File: src/rtl/serial_pkg.sv
// Shared types and constants for the serial word collector.
// SERIAL_COLLECT_PARITY_EN adds the PAR state used for the trailing even-parity bit.
package serial_pkg;

  localparam int DEFAULT_WIDTH = 4;

  typedef enum logic [1:0] {
    IDLE  = 2'd0,
    SHIFT = 2'd1,
    FULL  = 2'd2
`ifdef SERIAL_COLLECT_PARITY_EN
    ,
    PAR   = 2'd3
`endif
  } state_t;

  // Reduction XOR of up to 16 bits; 1 means an odd number of ones.
  function automatic logic odd_parity(input logic [15:0] data);
    return ^data;
  endfunction

endpackage

File: src/rtl/sc_bit_cnt.sv
// Saturating bit counter for serial_collect: synchronous clear (optionally
// reloading to one), increment, and a flag for the last data bit position.
module sc_bit_cnt #(
  parameter int WIDTH = 4,
  parameter int CW    = $clog2(WIDTH + 1)
) (
  input  logic          CLK,
  input  logic          RESET,
  input  logic          clr,
  input  logic          inc,
  output logic [CW-1:0] cnt,
  output logic          tc
);

  localparam logic [CW-1:0] ZERO = {CW{1'b0}};
  localparam logic [CW-1:0] ONE  = CW'(1);
  localparam logic [CW-1:0] MAXC = CW'(WIDTH);
  localparam logic [CW-1:0] LAST = CW'(WIDTH - 1);

  logic [CW-1:0] cnt_r;

  // Count register; clear together with inc restarts a word at count 1.
  always_ff @(posedge CLK or negedge RESET) begin
    if (!RESET) begin
      cnt_r <= ZERO;
    end else if (clr) begin
      cnt_r <= inc ? ONE : ZERO;
    end else if (inc && (cnt_r != MAXC)) begin
      cnt_r <= cnt_r + ONE;
    end else begin
      cnt_r <= cnt_r;
    end
  end

  assign cnt = cnt_r;
  assign tc  = (cnt_r == LAST);

endmodule

File: src/rtl/serial_collect.sv
// Collects LSB-first serial bits into a WIDTH-bit word with valid/ready handoff.
// Define SERIAL_COLLECT_PARITY_EN to expect an even-parity bit and add Parity_err.
module serial_collect
  import serial_pkg::*;
#(
  parameter int WIDTH = DEFAULT_WIDTH
) (
  input  logic             CLK,
  input  logic             RESET,
  input  logic             Sin,
  input  logic             Sin_en,
  output logic [WIDTH-1:0] Pout,
  output logic             Pout_valid,
  input  logic             Pout_ready,
  output logic             Overrun
`ifdef SERIAL_COLLECT_PARITY_EN
  ,
  output logic             Parity_err
`endif
);

  localparam int CW = $clog2(WIDTH + 1);

  state_t           state_r, state_nx_s;
  logic [WIDTH-1:0] pout_r, pout_nx_s, bit0_s;
  logic [CW-1:0]    cnt_s;
  logic             tc_s, clr_s, inc_s;
  logic             valid_r, overrun_r, overrun_nx_s;
`ifdef SERIAL_COLLECT_PARITY_EN
  logic             parity_err_r, parity_err_nx_s;
`endif

  assign bit0_s = {{(WIDTH-1){1'b0}}, Sin};

  sc_bit_cnt #(.WIDTH(WIDTH), .CW(CW)) u_bit_cnt (
    .CLK   (CLK),
    .RESET (RESET),
    .clr   (clr_s),
    .inc   (inc_s),
    .cnt   (cnt_s),
    .tc    (tc_s)
  );

  // Next-state, next-word and overrun decode.
  always_comb begin
    state_nx_s   = state_r;
    pout_nx_s    = pout_r;
    overrun_nx_s = 1'b0;
    clr_s        = 1'b0;
    inc_s        = 1'b0;
`ifdef SERIAL_COLLECT_PARITY_EN
    parity_err_nx_s = parity_err_r;
`endif
    case (state_r)
      IDLE: begin
        if (Sin_en) begin
          pout_nx_s  = bit0_s;
          inc_s      = 1'b1;
          state_nx_s = SHIFT;
        end else begin
          state_nx_s = IDLE;
        end
      end
      SHIFT: begin
        if (Sin_en) begin
          pout_nx_s = pout_r | (bit0_s << cnt_s);
          inc_s     = 1'b1;
          if (tc_s) begin
`ifdef SERIAL_COLLECT_PARITY_EN
            state_nx_s = PAR;
`else
            state_nx_s = FULL;
`endif
          end else begin
            state_nx_s = SHIFT;
          end
        end else begin
          state_nx_s = SHIFT;
        end
      end
`ifdef SERIAL_COLLECT_PARITY_EN
      PAR: begin
        if (Sin_en) begin
          parity_err_nx_s = odd_parity(16'(pout_r)) ^ Sin;
          state_nx_s      = FULL;
        end else begin
          state_nx_s = PAR;
        end
      end
`endif
      FULL: begin
        if (Pout_ready) begin
          clr_s = 1'b1;
`ifdef SERIAL_COLLECT_PARITY_EN
          parity_err_nx_s = 1'b0;
`endif
          // A bit arriving on the transfer edge starts the next word.
          if (Sin_en) begin
            pout_nx_s  = bit0_s;
            inc_s      = 1'b1;
            state_nx_s = SHIFT;
          end else begin
            state_nx_s = IDLE;
          end
        end else if (Sin_en) begin
          overrun_nx_s = 1'b1;
        end else begin
          state_nx_s = FULL;
        end
      end
      default: begin
        state_nx_s = IDLE;
        pout_nx_s  = {WIDTH{1'b0}};
        clr_s      = 1'b1;
      end
    endcase
  end

  // State and registered outputs.
  always_ff @(posedge CLK or negedge RESET) begin
    if (!RESET) begin
      state_r   <= IDLE;
      pout_r    <= {WIDTH{1'b0}};
      valid_r   <= 1'b0;
      overrun_r <= 1'b0;
`ifdef SERIAL_COLLECT_PARITY_EN
      parity_err_r <= 1'b0;
`endif
    end else begin
      state_r   <= state_nx_s;
      pout_r    <= pout_nx_s;
      valid_r   <= (state_nx_s == FULL);
      overrun_r <= overrun_nx_s;
`ifdef SERIAL_COLLECT_PARITY_EN
      parity_err_r <= parity_err_nx_s;
`endif
    end
  end

  assign Pout       = pout_r;
  assign Pout_valid = valid_r;
  assign Overrun    = overrun_r;
`ifdef SERIAL_COLLECT_PARITY_EN
  assign Parity_err = parity_err_r;
`endif

endmodule
File: config.mk
export PLATFORM = sky130hd
export DESIGN_NAME = serial_collect
export DESIGN_NICKNAME = d
export VERILOG_FILES = /design/src/rtl/serial_pkg.sv /design/src/rtl/sc_bit_cnt.sv /design/src/rtl/serial_collect.sv
export SDC_FILE = /design/constraint.sdc
export NUM_CORES = 1
export LEC_CHECK = 0
export CORE_MARGIN = 1
export CORE_UTILIZATION = 30
export DETAILED_ROUTE_END_ITERATION = 8
export PLACE_DENSITY = 0.48
export SETUP_SLACK_MARGIN = 0.3
export SYNTH_ARGS = -nofsm -noshare
export SYNTH_HDL_FRONTEND = slang
export SYNTH_SLANG_ARGS = --single-unit
File: constraint.sdc
create_clock -name CLK -period 3.78 [get_ports CLK]
set_input_delay 0.756 -clock CLK [delete_from_list [all_inputs] [get_ports CLK]]
set_output_delay 0.756 -clock CLK [all_outputs]
set_load 0.01 [all_outputs]
==> flow_metrics.py <==
metrics = {
    "status": {
        "status": "completed",
    },
    "logic_synthesis": {
        "ys_seq_area_frac": 0.4564,
        "netlist_top_cells_count": "dfrtp_1, nand2_1, o21ai_0",
        "ys_warn_count": 0,
        "synth_edf_count": 0,
        "synth_fp_nets": 68,
        "synthFlopType": "dfrtp_1",
        "synth-seq-cells": 11,
        "yosys.cell_types.count": 26,
        "synth_top_area_share": 0.4564,
        "postSynthAreaPerCell_um2": 10.05,
        "syn_inst": 60,
        "syn_area_um2": 603.1,
        "netlist_top_cells_area": "dfrtp_1, ha_1, o21ai_0",
        "yosysMostFrequentCell": "dfrtp_1",
        "async_flop_share": 1.000,
        "synth_area_leader_cell": "dfrtp_1",
    },
    "cts": {
        "htree_levels": 1,
        "cts.sinks": 11,
        "clk_path_buf_depth": 2,
        "ctsHoldBuffers": 0,
        "cts_tree": "built",
        "insertion_delay_ns": 0.27,
        "clk_pin_slew_ns": 0.07,
        "post-cts-setup-buffers": 0,
        "clock-root-buffer": "clkbuf_4",
        "numCtsBuffers": 3,
        "cts_resized": 0,
    },
    "setup_path": {
        "cp.required_ns": 3.02,
        "crit_path_start_kind": "register",
        "crit_chain": "clkdlybuf4s50_1",
        "worst_path_max_delay_cell": "clkdlybuf4s50_1",
        "path_class": "reg -> out",
        "crit_path_end_kind": "output port",
        "slowest_delay_ns": 0.54,
        "cp.arrival_ns": 1.19,
        "critPathBufInv": 1,
        "cp_top_family": "buffers and inverters",
        "crit_fanout": 3,
    },
    "global_routing": {
        "antenna_found_initial": 0,
        "first_global_vias": 426,
        "grt_pass1_wl_mm": 1.876,
        "grt_start_max_net_pins": 13,
        "grt_remaining_overflow": 0,
        "track_usage": 0.1255,
    },
    "timing": {
        "totalNegativeSetupSlack_ns": 0,
        "fmax_ghz": 0.5137,
        "skew_ns": 0.004213,
        "slew_violations": 0,
        "tightest_slew_ns": 0.5105,
        "hold_viol": 0,
        "min_period_over_period": 0.5150,
        "max_slew_margin": 0.6586,
        "min_period_ns": 1.947,
        "setup_viol": 0,
        "rsz0062_at_grt": "no",
    },
    "pwr": {
        "p_total_mw": 0.5141,
        "pwr-share-comb": 0.421,
        "irDropWorstVdd_mv": 0.2973,
        "power.leakage_nw": 0.3327,
        "swShare": 0.3782,
        "p_int_mw": 0.3197,
        "pwr-share-clk": 0.158,
        "p_switching_mw": 0.1945,
        "power_density_nw_per_um2": 693.0,
        "seq_power_share": 0.421,
    },
    "drt": {
        "wl_mm": 1.094,
        "ant_nets": 0,
        "drc": 0,
        "first_pass_iters": 4,
        "avgRoutedWirePerCell_um": 11.40,
        "vias": 446,
        "drt_iter0_drc": 5,
        "vias_per_cell": 4.646,
    },
    "cells_and_area": {
        "fillers": 193,
        "fin_area_um2": 742.0,
        "fin_util": 0.4118,
        "syn_to_final_growth_pct": 23.03,
        "nets": 80,
        "diodes": 0,
        "drive_gt1_frac": 0.08451,
        "final_cells": 96,
    },
    "floorplan": {
        "floorplan.initialDensity": 0.3347,
        "num_rows": 15,
        "core_area_um2": 1802,
        "io_pins": 11,
        "die_y_um": 46.84,
        "die-width_um": 46.84,
        "die-area_um2": 2194,
    },
    "placed_design": {
        "place.gp.congestion": 0.7169,
        "io_buffers": 10,
        "dp.cells": 92,
        "dp_hpwl_um": 818.4,
        "place_area_um2": 715.7,
    },
    "hold_path": {
        "hold_class": "reg -> reg",
    },
    "flow_run": {
        "drv_cap": 0,
    },
}
final timing paths:
kind	start	to	slack [ns]	cells past startpoint
max	Pout[0]	Pout[0]	1.83	1
min	Pout[1]	Pout[1]	0.51	2
max reg2reg	u_bit_cnt.cnt[0]	u_bit_cnt.cnt[1]	2.25	5
min reg2reg	Pout[1]	Pout[1]	0.51	2
max in group asynchronous	RESET	Pout[2]	2.61	1
min in group asynchronous	RESET	Pout_valid	0.82	1
placed cells by master, fill, tap and decap left out:
cell type,count
nor2b_1,2
nor3_1,2
clkbuf_4,3
a41oi_1,1
nand2b_1,1
mux2_2,1
nand2_1,6
or2b_1,2
a32oi_1,1
nand3_1,3
a221oi_4,1
ha_1,3
mux2i_1,1
a21oi_1,2
nor2_1,3
dfrtp_1,11
nand2b_4,1
o21ai_0,6
nor4_1,1
clkbuf_1,1
clkdlybuf4s50_1,10
o211a_1,1
o22ai_1,1
and2_1,1
inv_1,4
a211oi_1,1
xnor2_1,1
state kept, by name, summed over array words and instances, names as in the netlist:
| register | count |
|---|---|
| u_bit_cnt.cnt | 3 |
| state_r | 2 |
| Pout_valid | 1 |
| Overrun | 1 |
| Pout | 4 |
cell families (layout without fill, tap and decap cells):
family	Yosys count	in the layout	synth area share
buf+inv	7	18	0.05601
mux	2	2	0.03527
xor+xnor	1	1	0.01453
compound gates	14	14	0.1785
simple gates	22	22	0.1971
flops	11	11	0.4564
fa+ha+maj	3	3	0.06225
power groups by stage:
| stage | logic, mW | clock network (mW) | registers, mW |
|---|---|---|---|
| after global placement | 0.222 | 0 | 0.217 |
| final | 0.217 | 0.0812 | 0.216 |
| after floorplan | 0.169 | 0 | 0.202 |
| after detailed placement | 0.217 | 0 | 0.218 |
| after global routing | 0.244 | 0.0890 | 0.224 |
| after CTS | 0.219 | 0.0849 | 0.215 |
layout make-up:
class	count	area [um^2]	share of cell area
inverter	4	15.01	0.02024
tap	25	31.28	0.04216
multi-input combinational	42	294.0	0.3963
clock buffer	4	26.28	0.03541
timing repair buffer	10	100.1	0.1349
sequential	11	275.3	0.3710
metrics by stage:
step           hold WS, ns  setup WS (ns)
6_report            0.5086          1.833
5_1_grt             0.5340          1.790
4_1_cts             0.5116          1.821
3_5_place_dp        0.4953          1.613
3_3_place_gp        0.4906          1.644
2_1_floorplan       0.4604          2.200
worst min-delay path, cell delays in order (launching register included):
cell and delay (ns):
dfrtp_1 0.34, o21ai_0 0.08, nand2_1 0.06
layer usage:
layer / vias up / routed length [um] / global-route usage
met2: 9 / 503 / 0.1944
met1: 202 / 535 / 0.1580
li1: 233 / - / -
met5: - / 0 / 0
met4: 0 / 8 / 0.03429
met3: 2 / 47 / 0.05769
No activity file was read; power rests on OpenSTA's default activity.
==> RTL edit 1, RTL diff (config.mk and constraints unchanged) <==
Make the reset (`RESET`) synchronous in 2 clocked blocks.
--- a/src/rtl/sc_bit_cnt.sv
+++ b/src/rtl/sc_bit_cnt.sv
@@ -20,7 +20,7 @@
   logic [CW-1:0] cnt_r;
 
   // Count register; clear together with inc restarts a word at count 1.
-  always_ff @(posedge CLK or negedge RESET) begin
+  always_ff @(posedge CLK) begin
     if (!RESET) begin
       cnt_r <= ZERO;
     end else if (clr) begin
--- a/src/rtl/serial_collect.sv
+++ b/src/rtl/serial_collect.sv
@@ -117,7 +117,7 @@
   end
 
   // State and registered outputs.
-  always_ff @(posedge CLK or negedge RESET) begin
+  always_ff @(posedge CLK) begin
     if (!RESET) begin
       state_r   <= IDLE;
       pout_r    <= {WIDTH{1'b0}};
Check against the original RTL: differs if RESET is asserted again (counterexample within 4 cycles, from zero or initial values and one cycle with RESET low); with RESET held inactive, the same outputs for 10 cycles.
==> RTL edit 1 against the unedited design <==
Sequential cell count did not move; wire length fell by 3.4%; worst setup slack improved by 0.054 ns; hold slack got worse by 0.039 ns; synthesized area fell by 8.5%; utilization fell by 0.67 points; final area fell by 5.7%; largest cell class unchanged; critical path depth did not move; critical endpoint is now Pout[1].
Power is not compared: it rests on default switching activity, and its combinational part moved more than twofold at a synthesized area within 25%.
==> RTL edit 1: results <==
metrics = {
    "synthesis": {
        "async_flop_share_pct": 0,
        "synth_seq_area_share_pct": 39.9,
        "ys_top_cells_by_count": "dfxtp_1 (11), nand2_1 (6), nor2_1 (5), inv_1 (4)",
        "syn-num-nets": 66,
        "synth_compound_area_share_pct": 28.1,
        "synth.area.top_cells": "dfxtp_1 (40%), ha_1 (6.8%), a221oi_4 (4.8%), a41oi_1 (4.8%), nand2_1 (4.1%)",
    },
    "detailed_routing": {
        "drtIter0Drc": 2,
        "wl_per_cell_um": 11.1,
        "drtPass1Iterations": 3,
        "vias": 438,
    },
    "worst_setup_path": {
        "worstPathArrival_ns": 1.14,
        "path_max_fanout": 2,
        "r2r_start": "u_bit_cnt.cnt[0]$_SDFFE_PN0P_",
        "crit_start": "Pout[1]$_SDFFE_PN0P_",
    },
    "place": {
        "hpwl_um": 751,
        "post-place-ws_ns": 1.61,
        "gp_congestion": 0.725,
    },
    "min_path": {
        "worstHoldStart": "Pout[0]$_SDFFE_PN0P_",
    },
    "sta": {
        "fin_worst_skew_ns": 0.00141,
        "finalCritPeriodShare_pct": 50.1,
    },
    "global_routing": {
        "grt_use_met3_pct": 6.40,
        "grt_pass1_vias": 428,
        "grt.total_usage_pct": 13.3,
        "grt_pass1_wl_mm": 1.88,
        "grtUsageMet2_pct": 18.5,
        "grt_max_degree": 12,
    },
    "cells_and_area": {
        "seq_share_pct": 31.5,
        "num-multi-input-gates": 40,
        "buffer_area_share_pct": 14.3,
        "nNetsFinal": 79,
        "final-clk-cell-share_pct": 3.76,
        "inv_count": 5,
        "fill_cells": 181,
    },
    "outcome": {
        "status": "finished clean",
    },
}
[RTL edit 1: cell types whose count changed in the layout (fill, tap and decap cells not counted), sizes merged, moves of 2 or more]
cell	delta
dfrtp	-11
dfxtp	+11
a41oi	+2
nor2	+2
nor2b	-2
o21a	+2
o21ai	-2
or2b	-2
[RTL edit 1: tightest hold or removal path, stage by stage (launching register included)]
cell and delay (ns):
dfxtp_1 0.31, inv_1 0.04, o21ai_0 0.07
[RTL edit 1: metrics by stage]
stage | cells | hold slack [ns] | cell area (µm²)
finish | 95 | 0.469 | 699
global placement | 91 | 0.459 | 673
CTS | 95 | 0.477 | 699
floorplan | 58 | 0.486 | 552
detailed placement | 91 | 0.465 | 673
global route | 95 | 0.491 | 699
[RTL edit 1: final timing paths]
path | endpoint | depth (start not counted)
setup reg to reg | u_bit_cnt.cnt[1]$_SDFFE_PN0P_ | 5
hold / removal | Pout[0]$_SDFFE_PN0P_ | 2
hold reg to reg | Pout[0]$_SDFFE_PN0P_ | 2
setup / recovery | Pout[1] | 1
==> RTL edit 2, RTL diff (same flow settings) <==
Without the edit above. The package constant `DEFAULT_WIDTH` goes from 4 to 8.
--- a/src/rtl/serial_pkg.sv
+++ b/src/rtl/serial_pkg.sv
@@ -2,7 +2,7 @@
 // SERIAL_COLLECT_PARITY_EN adds the PAR state used for the trailing even-parity bit.
 package serial_pkg;
 
-  localparam int DEFAULT_WIDTH = 4;
+  localparam int DEFAULT_WIDTH = 8;
 
   typedef enum logic [1:0] {
     IDLE  = 2'd0,
Interface: changed (resized Pout); port bits go from 11 to 15. No check against the original RTL was run, so the function may have changed too.
==> RTL edit 2 against the unedited design <==
Power is 48% higher; hold slack better by 0.0040 ns; wire length is 74% higher; synthesized area is 43% higher; clock skew is 0.00087 ns lower; worst setup slack worse by 0.0092 ns; combinational power is 52% higher; sequential cell count is 5 higher; final area is 42% higher; sequential share of layout area is 0.82 points higher.
==> RTL edit 2: results <==
metrics = {
    "outcome": {
        "status": "finished clean",
    },
    "place": {
        "gp_congestion": 0.748,
        "post-place-ws_ns": 1.51,
        "portBuffers": 14,
        "dpl_cell_area_um2": 1020,
    },
    "synthesis": {
        "ys_top_cells_by_count": "dfrtp_1 (16), nor2_1 (13), nand2_1 (7), a21oi_1 (6)",
        "synth_cell_types": 33,
        "synth_seq_area_share_pct": 46.6,
        "synth_xor_area_share_pct": 2.04,
        "postSynthCellCount": 87,
        "synth_mux_area_share_pct": 2.33,
        "synth_adder_area_share_pct": 2.91,
        "synth_compound_area_share_pct": 20.7,
        "syn-num-nets": 94,
    },
    "global_routing": {
        "grt_max_degree": 17,
        "grt_pass1_vias": 707,
        "grt.total_usage_pct": 13.3,
        "grt_pass1_wl_mm": 3.31,
    },
    "min_path": {
        "worstHoldStart": "Pout[4]$_DFFE_PN0P_",
        "whs_endpoint": "Pout[4]$_DFFE_PN0P_",
    },
    "cells_and_area": {
        "largest_reg_flops": 8,
        "nNetsFinal": 111,
        "final_layout_size_suffix_gt1_share_pct": 15.5,
    },
    "detailed_routing": {
        "via_per_inst": 5.22,
        "routed_wl_mm": 1.90,
        "drtIter0Drc": 7,
        "wl_per_cell_um": 14.2,
    },
    "sta": {
        "hold_slack_ns": 0.513,
        "worst_pin_slew_ns": 0.767,
        "fin_worst_skew_ns": 0.00335,
        "fmax_mhz": 511,
    },
    "power_and_ir_drop": {
        "powerSeq_mw": 0.315,
        "power.switching_mw": 0.296,
        "pwr_density_cell_nw_per_um2": 721,
        "leakagePower_nw": 0.482,
        "ir_drop_uv": 311,
        "pg_comb_mw": 0.330,
    },
    "worst_setup_path": {
        "regToRegSetupSlack_ns": 2.33,
        "rr_worst_depth": 4,
        "r2r_start": "state_r[0]$_DFF_PN0_",
        "path_max_fanout": 2,
    },
    "cts": {
        "clkLatencyLatePin_ns": 0.29,
        "clkSlewWorstSetupHoldPaths_ns": 0.10,
    },
}
==> RTL edit 2: cell count changes in the layout (fill, tap and decap cells not counted), moves of 3 or more <==
cell             unedited run  this run
a21oi_1                     2         6
and3_1                      0         3
clkdlybuf4s50_1            10        14
dfrtp_1                    11        16
nor2_1                      3        13
o21ai_0                     6         2
o21ai_1                     0         3
==> RTL edit 2: cell type report <==
type	instances	area, µm²	share of cell area [%]
Sequential cell	16	400	37.9
Tap cell	31	38.8	3.67
Clock buffer	4	36.3	3.44
Multi-Input combinational cell	66	429	40.6
Inverter	3	11.3	1.07
Timing Repair Buffer	14	140	13.3
==> RTL edit 2: layer usage <==
metal	vias up	GRT usage (%)	routed length, µm
li1	345	-	-
met1	337	19.1	972
met2	15	20.8	851
met3	2	2.58	55
met4	0	3.21	21
met5	-	0	0
==> RTL edit 2: worst reg2reg max path: stages, from the launching register on <==
cell and delay, ns:
dfrtp_1 0.62, and2b_1 0.28, o2111ai_2 0.19, mux2i_1 0.20
nor2_1 0.05
